### config.mk
export PLATFORM = sky130hd
export DESIGN_NAME = shift_rotate_seq
export DESIGN_NICKNAME = d
export VERILOG_FILES = /design/src/rtl/shift_rotate_seq.sv
export SDC_FILE = /design/constraint.sdc
export NUM_CORES = 1
export LEC_CHECK = 0
export ABC_AREA = 0
export BUFFER_PORTS_ARGS = -buffer_cell sky130_fd_sc_hd__buf_2
export CAP_MARGIN = 5
export CORE_MARGIN = 10
export CORE_UTILIZATION = 48
export DETAILED_ROUTE_END_ITERATION = 10
export HOLD_SLACK_MARGIN = 0.08
export PLACE_DENSITY = 0.76
export SYNTH_ARGS = -nofsm -noshare
export SYNTH_HDL_FRONTEND = slang
export SYNTH_SLANG_ARGS = --single-unit
### constraint.sdc
create_clock -name clock -period 2.14 [get_ports clock]
set_clock_uncertainty 0.2 [all_clocks]
set_input_delay 0.107 -clock clock [delete_from_list [all_inputs] [get_ports clock]]
set_output_delay 0.107 -clock clock [all_outputs]
set_load 0.01 [all_outputs]
### src/rtl/shift_rotate_seq.sv
// Sequential SHR/SHRA/SHL/ROR/ROL unit with a start/busy/done handshake; one bit position per clock.
// Define SHIFT_FAST_EN to replace the bit-serial loop with a single-cycle barrel shift.
module shift_rotate_seq #(
  parameter int WIDTH = 32
) (
  input  logic             clock,
  input  logic             clear,
  input  logic             start,
  input  logic [2:0]       op,
  input  logic [WIDTH-1:0] data_in,
  input  logic [31:0]      shift_amount,
  output logic             busy,
  output logic             done,
  output logic [WIDTH-1:0] result,
  output logic             zero,
  output logic             illegal
);

  localparam logic [2:0] OP_SHR  = 3'd0;
  localparam logic [2:0] OP_SHRA = 3'd1;
  localparam logic [2:0] OP_SHL  = 3'd2;
  localparam logic [2:0] OP_ROR  = 3'd3;
  localparam logic [2:0] OP_ROL  = 3'd4;

  typedef enum logic [1:0] {
    IDLE  = 2'd0,
    SHIFT = 2'd1,
    DONE  = 2'd2
  } state_t;

  state_t           state, state_nx;
  logic [WIDTH-1:0] acc, acc_nx, step;
  logic [2:0]       op_r, op_nx;
  logic [5:0]       count, count_nx, eff;
  logic             ill_r, ill_nx;
  logic             accept, op_ok;
  logic             busy_nx, done_nx, zero_nx, illegal_nx;
  logic [WIDTH-1:0] result_nx;

  assign accept = (state == IDLE) && start;
  assign op_ok  = (op <= OP_ROL);

  // Rotates wrap modulo 32; plain shifts saturate at 32 (everything shifted out).
  always_comb begin
    eff = 6'd0;
    if (op_ok) begin
      if (op == OP_ROR || op == OP_ROL)
        eff = {1'b0, shift_amount[4:0]};
      else if (shift_amount >= 32'd32)
        eff = 6'd32;
      else
        eff = shift_amount[5:0];
    end
  end

`ifdef SHIFT_FAST_EN
  function automatic logic [WIDTH-1:0] barrel(input logic [WIDTH-1:0] d,
                                               input logic [2:0]       o,
                                               input logic [5:0]       n);
    logic [WIDTH-1:0] r;
    case (o)
      OP_SHR:  r = d >> n;
      OP_SHRA: r = $signed(d) >>> n;
      OP_SHL:  r = d << n;
      OP_ROR:  r = (d >> n) | (d << (6'd32 - n));
      OP_ROL:  r = (d << n) | (d >> (6'd32 - n));
      default: r = d;
    endcase
    return r;
  endfunction
`endif

  always_comb begin
    case (op_r)
      OP_SHR:  step = {1'b0, acc[WIDTH-1:1]};
      OP_SHRA: step = {acc[WIDTH-1], acc[WIDTH-1:1]};
      OP_SHL:  step = {acc[WIDTH-2:0], 1'b0};
      OP_ROR:  step = {acc[0], acc[WIDTH-1:1]};
      OP_ROL:  step = {acc[WIDTH-2:0], acc[WIDTH-1]};
      default: step = acc;
    endcase
  end

  always_ff @(posedge clock or posedge clear) begin
    if (clear) begin
      state   <= IDLE;
      acc     <= '0;
      op_r    <= 3'd0;
      count   <= 6'd0;
      ill_r   <= 1'b0;
      busy    <= 1'b0;
      done    <= 1'b0;
      result  <= '0;
      zero    <= 1'b1;
      illegal <= 1'b0;
    end else begin
      state   <= state_nx;
      acc     <= acc_nx;
      op_r    <= op_nx;
      count   <= count_nx;
      ill_r   <= ill_nx;
      busy    <= busy_nx;
      done    <= done_nx;
      result  <= result_nx;
      zero    <= zero_nx;
      illegal <= illegal_nx;
    end
  end

  always_comb begin
    state_nx = state;
    case (state)
      IDLE: begin
        if (start) begin
`ifdef SHIFT_FAST_EN
          state_nx = DONE;
`else
          state_nx = (eff == 6'd0) ? DONE : SHIFT;
`endif
        end
      end
      SHIFT:   if (count == 6'd1) state_nx = DONE;
      DONE:    state_nx = IDLE;
      default: state_nx = IDLE;
    endcase
  end

  // The result stage captures acc while the FSM sits in DONE, so done/result appear one cycle later.
  always_comb begin
    acc_nx     = acc;
    op_nx      = op_r;
    count_nx   = count;
    ill_nx     = ill_r;
    result_nx  = result;
    zero_nx    = zero;
    illegal_nx = illegal;
    if (accept) begin
`ifdef SHIFT_FAST_EN
      acc_nx = barrel(data_in, op, eff);
`else
      acc_nx = data_in;
`endif
      op_nx      = op;
      count_nx   = eff;
      ill_nx     = !op_ok;
      illegal_nx = 1'b0;
    end else if (state == SHIFT) begin
      acc_nx   = step;
      count_nx = count - 6'd1;
    end
    if (state == DONE) begin
      result_nx  = acc;
      zero_nx    = (acc == '0);
      illegal_nx = ill_r;
    end
    done_nx = (state == DONE);
    busy_nx = (state_nx != IDLE) || (state == DONE);
  end

endmodule

==> metrics, run 1 <==
Post-synth EDFFs 0; H-tree depth 3; worst hold path type input pin to async pin; initial drt markers 230; Synth cell types 45; DR pass1 iterations 5; slowest library cell on the worst path dfrtp_1; chip height 113.5 um; num ports 106; most frequent cells in the layout nand2_1 (119), buf_2 (105), dfrtp_1 (79), dlygate4sd3_1 (43), nor2_1 (39); RSZ-0062 raised after global routing no; TritonCTS clock tree built; Mapped Area 0.004198 mm2; largest net degree at the start of global routing 63; #FFs+latches synth 80; share of layout cells above drive strength 1 23.76%; Top cell by count, worst path nor2_1; Seq/Total Area, Yosys 47.72%; DR WL/cell 15.25 um; Net count, final 653; Setup CP Type flop to flop; Core Rows 34; clock buffer depth 2; delay-heaviest family, CP flip-flops; final setup violation count 0; die area 0.01289 mm2; share of synthesized flip-flops with an asynchronous set or reset 100.0%; Synth area leaders dfrtp_1 (47%), nand2_1 (11%), mux2i_1 (7.4%), a21o_1 (5.4%), a211oi_1 (5.2%); dominant synthesized flop cell dfrtp_1; Worst Tran Pin Value 0.5340 ns; vias per cell 5.274; GR Util All Layers 16.47%; Crit path buffers/inverters 1; clk root buf clkbuf_8; worst vdd ir 0.3504 mV; crit-path cells nor2_1 -> nor2_1 -> nand3_1 -> dlygate4sd3_1 -> o21ai_0; Clock Sinks 80; clock latency on the worst-skew pair 0.36 ns; power per standard cell area 522.6 mW/mm2; syn_nets 513; average size of a mapped cell 9.519 um2; Max Freq 0.5074 GHz; final slew viol count 0; minimum hold slack 0.1365 ns; drt drc 0; leakage 2.881 nW; setup tns final 0 ns; Detail Placement HPWL 7465 um; core area 0.008636 mm2; GRT overflow 0; Syn. warnings 0; Fin. Hold Viols 0; first-pass GRT wire length 17890 um; Synth top area share 47.09%; Final min period 1.971 ns; CTS Buf Count 9; routed wire length 10570 um; chip width 113.5 um; period utilization 92.10%; PortBufs 105; worst-path maximum fanout 12; slowest cell delay on critical path 0.56 ns; Synth area leader dfrtp_1; ANT cells 0; vias in the first global route 3694; max_cap viols 0; Final ANT Viol Nets 0; routability cong. 0.8279; Worst Path Arrival 2.06 ns; synthesis-to-layout area growth 27.45%; CP required 2.22 ns; commonest non-fill, non-tap cell in the layout nand2_1; outcome finished clean; initial antenna violation count 0; cell count after synthesis 441; Slew headroom 64.16%; initial core utilization 48.61%; Critical Path Start Type flop; final core occ 61.95%; CP Capture Type flop; number of vias in the routed layout 3655; clock slew at reported path FFs 0.08 ns
## synthesized netlist by cell type (2+ instances only)
library cell  count
clkbuf_1          7
nand2_2           2
dfrtp_1          79
clkbuf_8         10
a21o_1           30
nor3b_1           2
nor4_1           14
o32ai_1           2
nand4_1           3
buf_2             5
inv_1             7
nand2_1         119
nand3_1           2
buf_12            3
mux2_2            2
nor2_1           39
mux2i_1          31
nor3_1            7
buf_6             2
a211oi_1         29
a22oi_1           2
o21ai_0          13
ha_1              2
a21oi_1           8
## final timing paths
kind,slack (ns),cells after the start,to,from
max,0.17,5,count[1],state[0]
min reg2reg,0.27,2,result[26],result[26]
max in group asynchronous,0.97,4,acc[22],clear
min,0.14,3,state[1],clear
min in group clock,0.24,6,count[5],shift_amount[9]
max reg2reg,0.17,5,count[1],state[0]
## layer usage
layer  part of all wire, %  up-vias  track usage (%)  routed length, um
met5                     0        -                0                  0
met4                   1.5        0            6.176                163
met3                   7.5       13            4.777                790
met2                    45      129            24.82               4794
met1                    46     1697            21.90               4820
li1                      -     1816                -                  -
## power breakdown
| part | leakage, nW | switching (mW) | internal [mW] |
|---|---|---|---|
| registers | 1.08 | 0 | 1.51 |
| logic | 1.70 | 0.0708 | 0.107 |
| clock network | 0.0985 | 0.544 | 0.564 |
| total | 2.88 | 0.615 | 2.18 |
## timing repair
| action | CTS | global route |
|---|---|---|
| buffers inserted | 0 | 0 |
| endpoints found under the setup margin | 0 | 0 |
| hold endpoints to repair | 124 | 0 |
| gates resized for setup | 0 | 0 |
| hold buffers | 43 | 0 |
## logic make-up after synthesis
group           share of synthesized area [%]
mux                                     7.928
buf+inv                                 7.273
compound gates                          16.13
fa+ha+maj                              0.8345
xor+xnor                               0.6558
simple gates                            19.46
flops                                   47.72
## layout make-up
cell class / count / area [um2]
sequential: 80 / 2003
clock inverter: 5 / 56.30
fill: 759 / 3286
multi-input combinational: 326 / 1889
timing repair buffer: 157 / 1099
tap: 108 / 135.1
inverter: 7 / 30.03
clock buffer: 10 / 137.6
## metrics by stage
step	setup slack, ns	cells	power (mW)	instance area [um2]
after global routing	0.05654	693	2.911	5350
final	0.1691	693	2.796	5350
after global placement	0.3328	635	1.657	4726
after floorplan	0.4876	441	1.574	4202
after detailed placement	0.2272	635	1.659	4726
after CTS	0.1675	693	2.824	5350
## state kept, by name, indices dropped and copies added (netlist names)
signal   flops
ill_r        1
result      32
zero         1
acc         32
state        2
busy         1
illegal      1
done         1
count        6
op_r         3
## tightest hold or removal path, delay by kind of cell
kind,cells,cell delay [ns]
buffers and inverters,3,1.01
Power figures use the tool's default switching activity.
==> inputs of run 2 (changes only) <==
Settings changed: ABC_CLOCK_PERIOD_IN_PS from default to 2150, CORE_UTILIZATION 48 to 53, PLACE_DENSITY 0.76 to 0.8.
Clock period 2.14 ns to 2.15 ns, I/O delays scaled along.
==> run 2 against run 1 <==
Effect of this change: final cell count is 0.29% lower; non-clock buffer count up 3; worst setup slack worse by 0.0056 ns; critical endpoint is now op_r[2]; routed wire length rose by 3.3%.
==> metrics, run 2 (synthesis gave the netlist of run 1 again) <==
GRT overflow 0 (unchanged); switching share of power 21.96% (was 21.98%); worst-path maximum fanout 12 (unchanged); Final min period 1.987 ns (was 1.971 ns); die area 0.01188 mm2 (was 0.01289 mm2); vias per cell 5.463 (was 5.274); initial core utilization 54.32% (was 48.61%); Worst Path Arrival 2.01 ns (was 2.06 ns); PortBufs 105 (unchanged); final slew viol count 0 (unchanged); vias in the first global route 3979 (was 3694); clock power share 36.7% (was 39.6%); Critical Path Start Type flop (unchanged); delay-heaviest family, CP simple AND/OR/NAND/NOR gates (was flip-flops); DP Area 0.004746 mm2 (was 0.004726 mm2); initial antenna violation count 0 (unchanged); final core occ 69.38% (was 61.95%); Fin. Hold Viols 0 (unchanged); area taken by multi-input logic gates 0.001891 mm2 (was 0.001889 mm2); clock slew at reported path FFs 0.08 ns (about the same); Seq pwr share 56.4% (was 54.0%); H-tree depth 3 (unchanged); core area 0.007727 mm2 (was 0.008636 mm2); Cell Int Power 2.080 mW (was 2.181 mW); FF-to-FF setup slack 0.16 ns (was 0.17 ns); final worst slack 0.1635 ns (was 0.1691 ns); Worst Tran Pin Value 0.6298 ns (was 0.5340 ns); routability cong. 0.8333 (was 0.8279); first-pass GRT wire length 18780 um (was 17890 um); share of layout cells above drive strength 1 24.15% (was 23.76%); Detail Placement HPWL 7704 um (was 7465 um); Setup CP Type flop to flop (unchanged); leakage 2.902 nW (was 2.881 nW); num ports 106 (unchanged); max_cap viols 0 (unchanged); slowest cell delay on critical path 0.55 ns (was 0.56 ns); Design Area, Final 0.005361 mm2 (was 0.005350 mm2); worst hold path type input pin to async pin (unchanged); Core Rows 32 (was 34); Max Freq 0.5034 GHz (was 0.5074 GHz); slowest library cell on the worst path dfrtp_1 (unchanged); Setup WS pre-CTS 0.2784 ns (was 0.2272 ns); Final ANT Viol Nets 0 (unchanged); RSZ-0062 raised after global routing no (unchanged); DR WL/cell 15.80 um (was 15.25 um); clk root buf clkbuf_8 (unchanged); outcome finished clean (unchanged); minimum hold slack 0.1835 ns (was 0.1365 ns); setup tns final 0 ns (unchanged); FF/Latch Area 0.002003 mm2 (unchanged); most frequent cells in the layout nand2_1 (119), buf_2 (105), dfrtp_1 (79), dlygate4sd3_1 (44), nor2_1 (39) (was nand2_1 (119), buf_2 (105), dfrtp_1 (79), dlygate4sd3_1 (43), nor2_1 (39)); total power 2.665 mW (was 2.796 mW); power per standard cell area 497.1 mW/mm2 (was 522.6 mW/mm2); DP Cell Count 631 (was 635); chip width 109.0 um (was 113.5 um); fillers 620 (was 759); DR pass1 iterations 4 (was 5); commonest non-fill, non-tap cell in the layout nand2_1 (unchanged); CTS Buf Count 9 (unchanged); Clock Sinks 80 (unchanged); Top cell by count, worst path nand2_1 (was nor2_1); worst vdd ir 0.3102 mV (was 0.3504 mV); largest net degree at the start of global routing 63 (unchanged); routed wire length 10920 um (was 10570 um); initial drt markers 163 (was 230); clock buffer depth 2 (unchanged); period utilization 92.40% (was 92.10%); Switch Pwr 585.2 uW (was 614.6 uW); CP Capture Type flop (unchanged); Slew headroom 57.92% (was 64.16%); Comb power frac 6.8% (was 6.3%); TritonCTS clock tree built (unchanged); chip height 109.0 um (was 113.5 um); GR Util All Layers 19.24% (was 16.47%); Net count, final 656 (was 653); Top Registers acc: 32 flops, result: 32 flops, count: 6 flops (unchanged); drt drc 0 (unchanged); Crit path buffers/inverters 1 (unchanged); synthesis-to-layout area growth 27.72% (was 27.45%); clock latency on the worst-skew pair 0.34 ns (was 0.36 ns); final setup violation count 0 (unchanged); number of vias in the routed layout 3775 (was 3655); final std cells w/o fill 691 (was 693); CP required 2.17 ns (was 2.22 ns); crit-path cells nor2_1 -> and2_2 -> nand2_1 -> nand2_1 -> dlygate4sd3_1 (was nor2_1 -> nor2_1 -> nand3_1 -> dlygate4sd3_1 -> o21ai_0)
[run 2: path summary, 6_finish.rpt]
| check | from | end | cells after the start |
|---|---|---|---|
| setup / recovery | state[0] | op_r[2] | 5 |
| hold / removal | clear | acc[26] | 3 |
| setup reg to reg | state[0] | op_r[2] | 5 |
| hold reg to reg | result[28] | result[28] | 2 |
| max in group asynchronous | clear | zero | 4 |
| min in group clock | shift_amount[5] | count[5] | 6 |
[run 2: worst min-delay path, cell delays in order]
cell and delay, ns:
dlygate4sd3_1 0.53, buf_2 0.13, clkinvlp_4 0.42
[run 2: layer usage]
layer | vias up | wire [um] | track usage (%)
met5 | - | 0 | 0
met4 | 0 | 152 | 5.838
met3 | 13 | 942 | 6.018
met2 | 145 | 5235 | 30.89
met1 | 1796 | 4588 | 24.33
li1 | 1821 | - | -
[run 2: power by group through the flow]
stage / registers (mW) / logic, mW / clock network (mW)
final: 1.50 / 0.182 / 0.979
after global routing: 1.50 / 0.201 / 1.06
after CTS: 1.50 / 0.183 / 0.998
after detailed placement: 1.53 / 0.124 / 0
after global placement: 1.53 / 0.121 / 0
after floorplan: 1.53 / 0.0336 / 0
[run 2: layout make-up]
type | count | share of cell area (%)
Antenna cell | 1 | 0.04667
Sequential cell | 80 | 37.36
Tap cell | 102 | 2.380
Timing Repair Buffer | 160 | 21.19
Inverter | 7 | 0.5601
Multi-Input combinational cell | 326 | 35.26
Clock inverter | 4 | 0.3734
Clock buffer | 11 | 2.824
[run 2: repair_timing]
action	CTS	global route
hold buffers	44	0
endpoints found under the setup margin	0	2
setup buffers	0	0
endpoints found under the hold margin	118	0
gates resized for setup	0	1
==> inputs of run 3 (changes only) <==
==> constraint.sdc (replaced) <==
create_clock -name clock -period 2.15 [get_ports clock]
set_clock_uncertainty 0.2 [all_clocks]
set_input_delay 0.3225 -clock clock [delete_from_list [all_inputs] [get_ports clock]]
set_output_delay 0.3225 -clock clock [all_outputs]
set_load 0.01 [all_outputs]
==> run 3 against run 2 <==
Effect of this change: via count shrank 6.1%; worst setup slack improved by 0.013 ns; hold slack got worse by 0.080 ns; combinational power down 27%; design area shrank 6.3%; sequential share of layout area is 2.5 points higher; die area unchanged; core utilization is 4.3 points lower; sequential power is essentially flat; count of clock-buffer cells in the layout did not move; critical path type unchanged; clock power rose by 13%; critical path depth grew 1; highest routed layer unchanged.
==> metrics, run 3 (synthesis gave the netlist of run 1 again) <==
initial antenna violation count 0 (unchanged); chip height 109.0 um (unchanged); Crit path buffers/inverters 1 (unchanged); Final min period 1.973 ns (was 1.987 ns); Design Area, Final 0.005026 mm2 (was 0.005361 mm2); final slew viol count 0 (unchanged); slowest library cell on the worst path dfrtp_1 (unchanged); Setup CP Type flop to flop (unchanged); Core Rows 32 (unchanged); period utilization 91.79% (was 92.40%); reg2reg path depth 6 (was 5); ANT cells 0 (was 1); Top Registers acc: 32 flops, result: 32 flops, count: 6 flops (unchanged); crit-path cells xnor2_4 -> nor2_8 -> buf_4 -> mux2i_1 -> a211oi_1 -> a21o_1 (was nor2_1 -> and2_2 -> nand2_1 -> nand2_1 -> dlygate4sd3_1); Critical Path Start Type flop (unchanged); Hold Path Stages 3; PortBufs 105 (unchanged); Slew headroom 63.31% (was 57.92%); DR pass1 iterations 4 (unchanged); CP required 2.19 ns (was 2.17 ns); initial core utilization 54.32% (unchanged); final setup violation count 0 (unchanged); leakage 2.749 nW (was 2.902 nW); GR Util All Layers 18.45% (was 19.24%); delay-heaviest family, CP flip-flops (was simple AND/OR/NAND/NOR gates); outcome finished clean (unchanged); setup tns final 0 ns (unchanged); vias per cell 5.412 (was 5.463); first-pass GRT wire length 17720 um (was 18780 um); routability cong. 0.8310 (was 0.8333); num ports 106 (unchanged); R2R Path Start op_r[1] (was state[0]); synthesis-to-layout area growth 19.73% (was 27.72%); power per standard cell area 546.9 mW/mm2 (was 497.1 mW/mm2); Worst Path Arrival 2.01 ns (about the same); final core occ 65.04% (was 69.38%); initial drt markers 171 (was 163); final std cells w/o fill 655 (was 691); max_cap viols 0 (unchanged); clock slew at reported path FFs 0.08 ns (about the same); CTS Buf Count 9 (unchanged); clock latency on the worst-skew pair 0.35 ns (was 0.34 ns); drt drc 0 (unchanged); hold path start start; Hold Path End busy; Fin. Hold Viols 0 (unchanged); R2R Path End acc[25] (was op_r[2]); commonest non-fill, non-tap cell in the layout nand2_1 (unchanged); worst vdd ir 0.3359 mV (was 0.3102 mV); slowest cell delay on critical path 0.53 ns (was 0.55 ns); die area 0.01188 mm2 (unchanged); Detail Placement HPWL 7673 um (was 7704 um); Net count, final 620 (was 656); H-tree depth 3 (unchanged); TritonCTS clock tree built (unchanged); CP Capture Type flop (unchanged); fillers 646 (was 620); chip width 109.0 um (unchanged); area taken by multi-input logic gates 0.001889 mm2 (was 0.001891 mm2); DP Area 0.004738 mm2 (was 0.004746 mm2); core area 0.007727 mm2 (unchanged); worst-path maximum fanout 12 (unchanged); DP Cell Count 630 (was 631); Clock Sinks 80 (unchanged); vias in the first global route 3648 (was 3979); number of vias in the routed layout 3545 (was 3775); minimum hold slack 0.1038 ns (was 0.1835 ns); post-cts resize count 0 (unchanged); largest net degree at the start of global routing 63 (unchanged); Final ANT Viol Nets 0 (unchanged); routed wire length 10670 um (was 10920 um); GRT overflow 0 (unchanged); clock buffer depth 2 (unchanged); Worst Tran Pin Value 0.5492 ns (was 0.6298 ns); RSZ-0062 raised after global routing no (unchanged); FF/Latch Area 0.002003 mm2 (unchanged); most frequent cells in the layout nand2_1 (119), buf_2 (105), dfrtp_1 (79), nor2_1 (39), mux2i_1 (31) (was nand2_1 (119), buf_2 (105), dfrtp_1 (79), dlygate4sd3_1 (44), nor2_1 (39)); share of layout cells above drive strength 1 25.32% (was 24.15%); DR WL/cell 16.28 um (was 15.80 um); FF-to-FF setup slack 0.18 ns (was 0.16 ns); worst hold path type input pin to flop (was input pin to async pin); Max Freq 0.5067 GHz (was 0.5034 GHz); clk root buf clkbuf_8 (unchanged)
## run 3: power breakdown
group	internal, mW	switching, mW
sequential	1.50	0
clock	0.567	0.546
combinational	0.0686	0.0647
total	2.14	0.610
## run 3: cell type report
type / instances / area share (%)
clock buffer: 11 / 2.813
clock inverter: 5 / 1.120
inverter: 7 / 0.5975
multi-input combinational: 326 / 37.59
sequential: 80 / 39.86
tap: 102 / 2.539
timing repair buffer: 124 / 15.48
## run 3: worst reg2reg max path, stage by stage (launching register included)
cell	delay, ns
dfrtp_1	0.53
xnor2_4	0.23
nor2_8	0.11
buf_4	0.24
mux2i_1	0.27
a211oi_1	0.12
a21o_1	0.17
## run 3: per-stage QoR
stage / setup WS [ns] / power, mW
final: 0.1765 / 2.749
after global routing: 0.1196 / 2.850
after CTS: 0.1846 / 2.777
after detailed placement: 0.2154 / 1.656
after global placement: 0.3473 / 1.651
after floorplan: 0.4976 / 1.567
## run 3: worst max-delay path by stage
stage                     start  endpoint  slack [ns]  cells past startpoint
5_1_grt                 op_r[1]   acc[25]        0.12                      6
6_report                op_r[1]   acc[25]        0.18                      6
4_1_cts                 op_r[1]   acc[25]        0.18                      6
3_5_place_dp            op_r[1]   acc[25]        0.22                      6
2_1_floorplan           op_r[1]    acc[1]        0.50                      7
3_3_place_gp   shift_amount[30]  count[2]        0.35                      6
## run 3: per-layer routing
layer	global-route usage [%]	routed length, um	vias to the layer above
met1	24.71	4631	1659
li1	-	-	1745
met5	0	0	-
met3	5.251	908	13
met2	27.98	4954	128
met4	6.497	172	0
## run 3: timing repair
item,in CTS,in global routing
setup buffers,0,0
hold buffers,9,0
setup endpoints to repair,0,0
hold endpoints to repair,29,0
